`src/rtl/clk_freq_meter.sv`:
```
// clk_freq_meter: counts rising edges of async sig_in over a GATE_CYCLES-clk window and publishes
// each window's count with overflow, no-signal and in-range flags.
module clk_freq_meter #(
  parameter int unsigned GATE_CYCLES = 25000000,
  parameter int unsigned CNT_W       = 24,
  parameter int unsigned EXP_MIN     = 0,
  parameter int unsigned EXP_MAX     = 2**24-1
) (
  input  logic             clk,
  input  logic             reset,
  input  logic             enable,
  input  logic             sig_in,
  output logic [CNT_W-1:0] count,
  output logic             count_valid,
  output logic             overflow,
  output logic             no_signal,
  output logic             in_range
);
  localparam int unsigned       GW        = $clog2(GATE_CYCLES);
  localparam logic [GW-1:0]     GATE_LAST = GW'(GATE_CYCLES - 1);
  localparam logic [CNT_W-1:0]  CNT_MAX   = '1;
  logic             s1_q, s1_d, s2_q, s2_d, s3_q, s3_d;
  logic [GW-1:0]    gate_q, gate_d;
  logic [CNT_W-1:0] edge_cnt_q, edge_cnt_d;
  logic             sat_q, sat_d;
  logic [CNT_W-1:0] count_q, count_d;
  logic             valid_q, valid_d;
  logic             overflow_q, overflow_d;
  logic             no_signal_q, no_signal_d;
  logic             in_range_q, in_range_d;
  logic             edge_det, term, lost, win_ovf;
  logic [CNT_W-1:0] edge_sum;
  always_comb begin
    s1_d        = sig_in;
    s2_d        = s1_q;
    s3_d        = s2_q;
    edge_det    = s2_q & ~s3_q;
    term        = enable & (gate_q == GATE_LAST);
    // an edge arriving while the counter already sits at full scale is lost
    lost        = edge_det & (edge_cnt_q == CNT_MAX);
    win_ovf     = sat_q | lost;
    edge_sum    = edge_cnt_q + CNT_W'(edge_det & ~lost);
    gate_d      = (!enable || term) ? '0 : gate_q + 1'b1;
    edge_cnt_d  = (!enable || term) ? '0 : edge_sum;
    sat_d       = enable & ~term & win_ovf;
    valid_d     = term;
    count_d     = term ? edge_sum : count_q;
    overflow_d  = term ? win_ovf : overflow_q;
    no_signal_d = term ? (edge_sum == '0) : no_signal_q;
    in_range_d  = term ? ((32'(edge_sum) + 32'd1 > EXP_MIN) && (32'(edge_sum) <= EXP_MAX) && !win_ovf)
                       : in_range_q;
  end
  always_ff @(posedge clk) begin
    if (reset) begin
      s1_q        <= 1'b0;
      s2_q        <= 1'b0;
      s3_q        <= 1'b0;
      gate_q      <= '0;
      edge_cnt_q  <= '0;
      sat_q       <= 1'b0;
      count_q     <= '0;
      valid_q     <= 1'b0;
      overflow_q  <= 1'b0;
      no_signal_q <= 1'b0;
      in_range_q  <= 1'b0;
    end else begin
      s1_q        <= s1_d;
      s2_q        <= s2_d;
      s3_q        <= s3_d;
      gate_q      <= gate_d;
      edge_cnt_q  <= edge_cnt_d;
      sat_q       <= sat_d;
      count_q     <= count_d;
      valid_q     <= valid_d;
      overflow_q  <= overflow_d;
      no_signal_q <= no_signal_d;
      in_range_q  <= in_range_d;
    end
  end
  assign count       = count_q;
  assign count_valid = valid_q;
  assign overflow    = overflow_q;
  assign no_signal   = no_signal_q;
  assign in_range    = in_range_q;
endmodule

```
`config.mk`:
```
export PLATFORM = sky130hd
export DESIGN_NAME = clk_freq_meter
export DESIGN_NICKNAME = d
export VERILOG_FILES = /design/src/rtl/clk_freq_meter.sv
export SDC_FILE = /design/constraint.sdc
export NUM_CORES = 1
export LEC_CHECK = 0
export BUFFER_PORTS_ARGS = -buffer_cell sky130_fd_sc_hd__buf_2
export CORE_MARGIN = 8
export CORE_UTILIZATION = 40
export DETAILED_ROUTE_END_ITERATION = 16
export GPL_TIMING_DRIVEN = 0
export HOLD_SLACK_MARGIN = 0.03
export SYNTH_ARGS = -nofsm -noshare
export SYNTH_HDL_FRONTEND = slang
export SYNTH_SLANG_ARGS = --single-unit
```
`constraint.sdc`:
```
create_clock -name clk -period 4.48 [get_ports clk]
set_input_delay 1.12 -clock clk [delete_from_list [all_inputs] [get_ports clk]]
set_output_delay 1.12 -clock clk [all_outputs]
set_load 0.1 [all_outputs]
```
==> metrics.md <==
| Metric | Value |
|---|---|
| Worst path top cell family by delay | simple AND/OR/NAND/NOR gates |
| CP Capture Type | flip-flop |
| CTS clock-pin slew for the worst setup and hold paths | 0.08 ns |
| Starting DRT DRC Count | 86 |
| Share of cells above drive strength 1 | 15.6% |
| Flops & latches, synth | 81 |
| Gates resized, CTS repair | 0 |
| Max frequency | 0.260 GHz |
| MaxCap Viol Count | 0 |
| HPWL after DPL | 5500 um |
| Largest family of logic cells by synthesized area | simple AND/OR/NAND/NOR gates |
| Mapped Nets | 397 |
| RSZ-0062 raised after global routing | no |
| Synth Area in Compound Gates | 7.75% |
| Die ar. | 11900 sq um |
| Dpl cells | 529 |
| CTS tree | yes |
| First-pass GRT wire length | 12200 um |
| Ys Warns | 0 |
| Cts hold-fix bufs | 0 |
| Worst endpoint required time | 4.76 ns |
| CP Class | flip-flop to flip-flop |
| Die X-Extent | 109 um |
| Drt drc | 0 |
| ANT cells | 0 |
| PortBufs | 31 |
| Worst Path Buf+Inv | 1 |
| Via density | 5.08 |
| Fin nets | 439 |
| Final Max Slew Viols | 0 |
| Max-slew headroom | 64.9% |
| Post-Syn Area per Cell | 8.90 sq um |
| Least-Margin Pin Slew | 0.526 ns |
| Post-synthesis mux area share | 1.59% |
| Finished Layout Cells | 545 |
| Synth Area in XOR/XNOR | 11.6% |
| Die H | 109 um |
| Core ar. | 8550 sq um |
| Post-Synth Simple-Gate Area | 27.8% |
| Dominant synthesized flop cell | dfxtp_1 |
| Crit path DAT | 4.13 ns |
| Final Skew | 0.0133 ns |
| Psw | 0.000281 W |
| Total internal power | 0.00110 W |
| Register area share after synthesis | 46.7% |
| Worst vdd ir | 0.000139 V |
| Worst hold path type | flip-flop to flip-flop |
| CTS Buf Count | 9 |
| Global route total overflow | 0 |
| Avg WL per Cell | 13.6 um |
| Cell area after synthesis | 3470 sq um |
| Antenna violations before repair | 0 |
| CP max stage cell | or4_1 |
| H-tree depth | 3 |
| Synth async-reset ratio | 0% |
| Startpoint Class | flip-flop |
| Power Density | 345 nW/um^2 |
| Crit path max fanout | 7 |
| Max clock buf depth | 2 |
| Logic pwr share | 1.7% |
| Final GP Congestion | 0.838 |
| Status | complete, no violations |
| TritonRoute pass-1 iters | 4 |
| Clk Latency, worst-skew pair | 0.36 ns |
| Sw frac | 20.4% |
| Root buffer cell | clkbuf_8 |
| Final period util | 85.8% |
| Unique masters post-synth | 48 |
| Period minus WS final | 3.85 ns |
| Area added between synthesis and finish | 15.1% |
| DR vias | 2771 |
| Setup-failing EPs final | 0 |
| Io pins | 32 |
| Vias in the first global route | 2614 |
| Setup_tns | 0 ns |
| Hold Vio Cnt, Final | 0 |
| Sequential fraction of design power | 52.4% |
| Clock sink count | 81 |
| Initial Util | 40.6% |
| Tot GR Track Use | 13.2% |
| Post-CTS Setup Inserts | 0 |
| Post-synth EDFFs | 0 |
| Mapped Cells | 390 |
| Clock group share of total power | 46.0% |
| Site row count | 34 |
| Pin count of the biggest net entering global routing | 14 |
| Drt total wl | 7420 um |
| ANT nets after route | 0 |
| Crit-path max cell delay | 0.53 ns |
| Crit-path cells | nand2_1 > or3_1 > nor4_1 > nor3b_1 > ha_1 > ha_1 > clkbuf_1 > nand3_1 > or3_1 > xor2_1 > nand4_1 > or4_1 > o21ai_1 |
| Leakage | 1.43 nW |
| Post-synthesis adder-cell area fraction | 1.08% |
placed cells by master (no fill, tap or decap), types with 20 or more instances in the layout:
cell       n
dfxtp_1   81
nor2_1    87
buf_2     43
nand3_1   21
a211oi_1  22
nand2_1   24
xor2_1    26
xnor2_1   20
flip-flops by register name, summed over array words and instances, names as in the netlist:
| register | cells |
|---|---|
| gate_q | 25 |
| count | 24 |
| edge_cnt_q | 24 |
| count_valid | 1 |
| in_range | 1 |
| no_signal | 1 |
| overflow | 1 |
| s1_q | 1 |
| s2_q | 1 |
| s3_q | 1 |
| sat_q | 1 |
power groups by stage:
stage / Clock [W] / Sequential (W) / Combinational [W]
2_1_floorplan: 0 / 0.000739 / 0.0000150
3_3_place_gp: 0 / 0.000740 / 0.0000232
3_5_place_dp: 0 / 0.000740 / 0.0000234
4_1_cts: 0.000650 / 0.000723 / 0.0000236
5_1_grt: 0.000679 / 0.000723 / 0.0000256
6_report: 0.000634 / 0.000723 / 0.0000230
through the flow:
stage	cell area (sq um)	hold slack [ns]	util, %	total power, W	worst slack (ns)
floorplan	3470	0.414	-	0.000754	1.18
global placement	3760	0.429	44.0	0.000763	0.697
detailed placement	3760	0.426	44.0	0.000763	0.688
CTS	4000	0.453	46.8	0.00140	0.657
global route	4000	0.466	46.8	0.00143	0.337
finish	4000	0.446	46.8	0.00138	0.634
routing by layer:
metal	track usage, %	up-vias	wire length, um
met1	15.3	1302	3490
met2	21.5	44	3390
li1	-	1414	-
met5	0	-	0
met4	6.16	0	136
met3	4.49	11	397
path summary, 6_finish.rpt:
| check | from | end | slack [ns] | cells past startpoint |
|---|---|---|---|---|
| setup / recovery | edge_cnt_q[9] | no_signal | 0.63 | 13 |
| hold / removal | s1_q | s2_q | 0.45 | 1 |
| setup reg to reg | edge_cnt_q[9] | no_signal | 0.63 | 13 |
| hold reg to reg | s1_q | s2_q | 0.45 | 1 |
cells in the mapped netlist, drive strengths merged (5+ instances only):
master	instances	area, sq um
xor2	26	228
nor2	87	327
nor3	7	51.3
buf	13	67.6
nor4	5	37.5
nand2	24	90.1
dfxtp	81	1620
and3	5	36.3
nand4	11	90.1
inv	7	26.3
a211oi	22	165
clkbuf	7	26.3
nand3	22	115
and4	5	46.3
nor3b	6	50.1
xnor2	20	175
o21ai	5	25.0
worst register-to-register path, delay by kind of cell, from the launching register on:
kind / cells / cell delay (ns)
and+or+nand+nor: 8 / 2.26
DFF: 1 / 0.48
adders and majority gates: 2 / 0.44
xor gates and xnor gates: 1 / 0.30
buffers and inverters: 1 / 0.21
AOI/OAI and AO/OA: 1 / 0.09
cells by family after synthesis:
family | Yosys count
compound gates | 38
xor+xnor | 46
fa+ha+maj | 3
buf+inv | 27
flops | 81
mux | 5
simple gates | 190
area by class of cell:
class	instances	area [sq um]
multi-input combinational	282	1730
buffer	20	93.8
inverter	7	26.3
timing repair buffer	31	155
clock inverter	5	104
fill	849	4550
clock buffer	11	131
tap	108	135
sequential	81	1620
(Power assumes the default switching activity.)
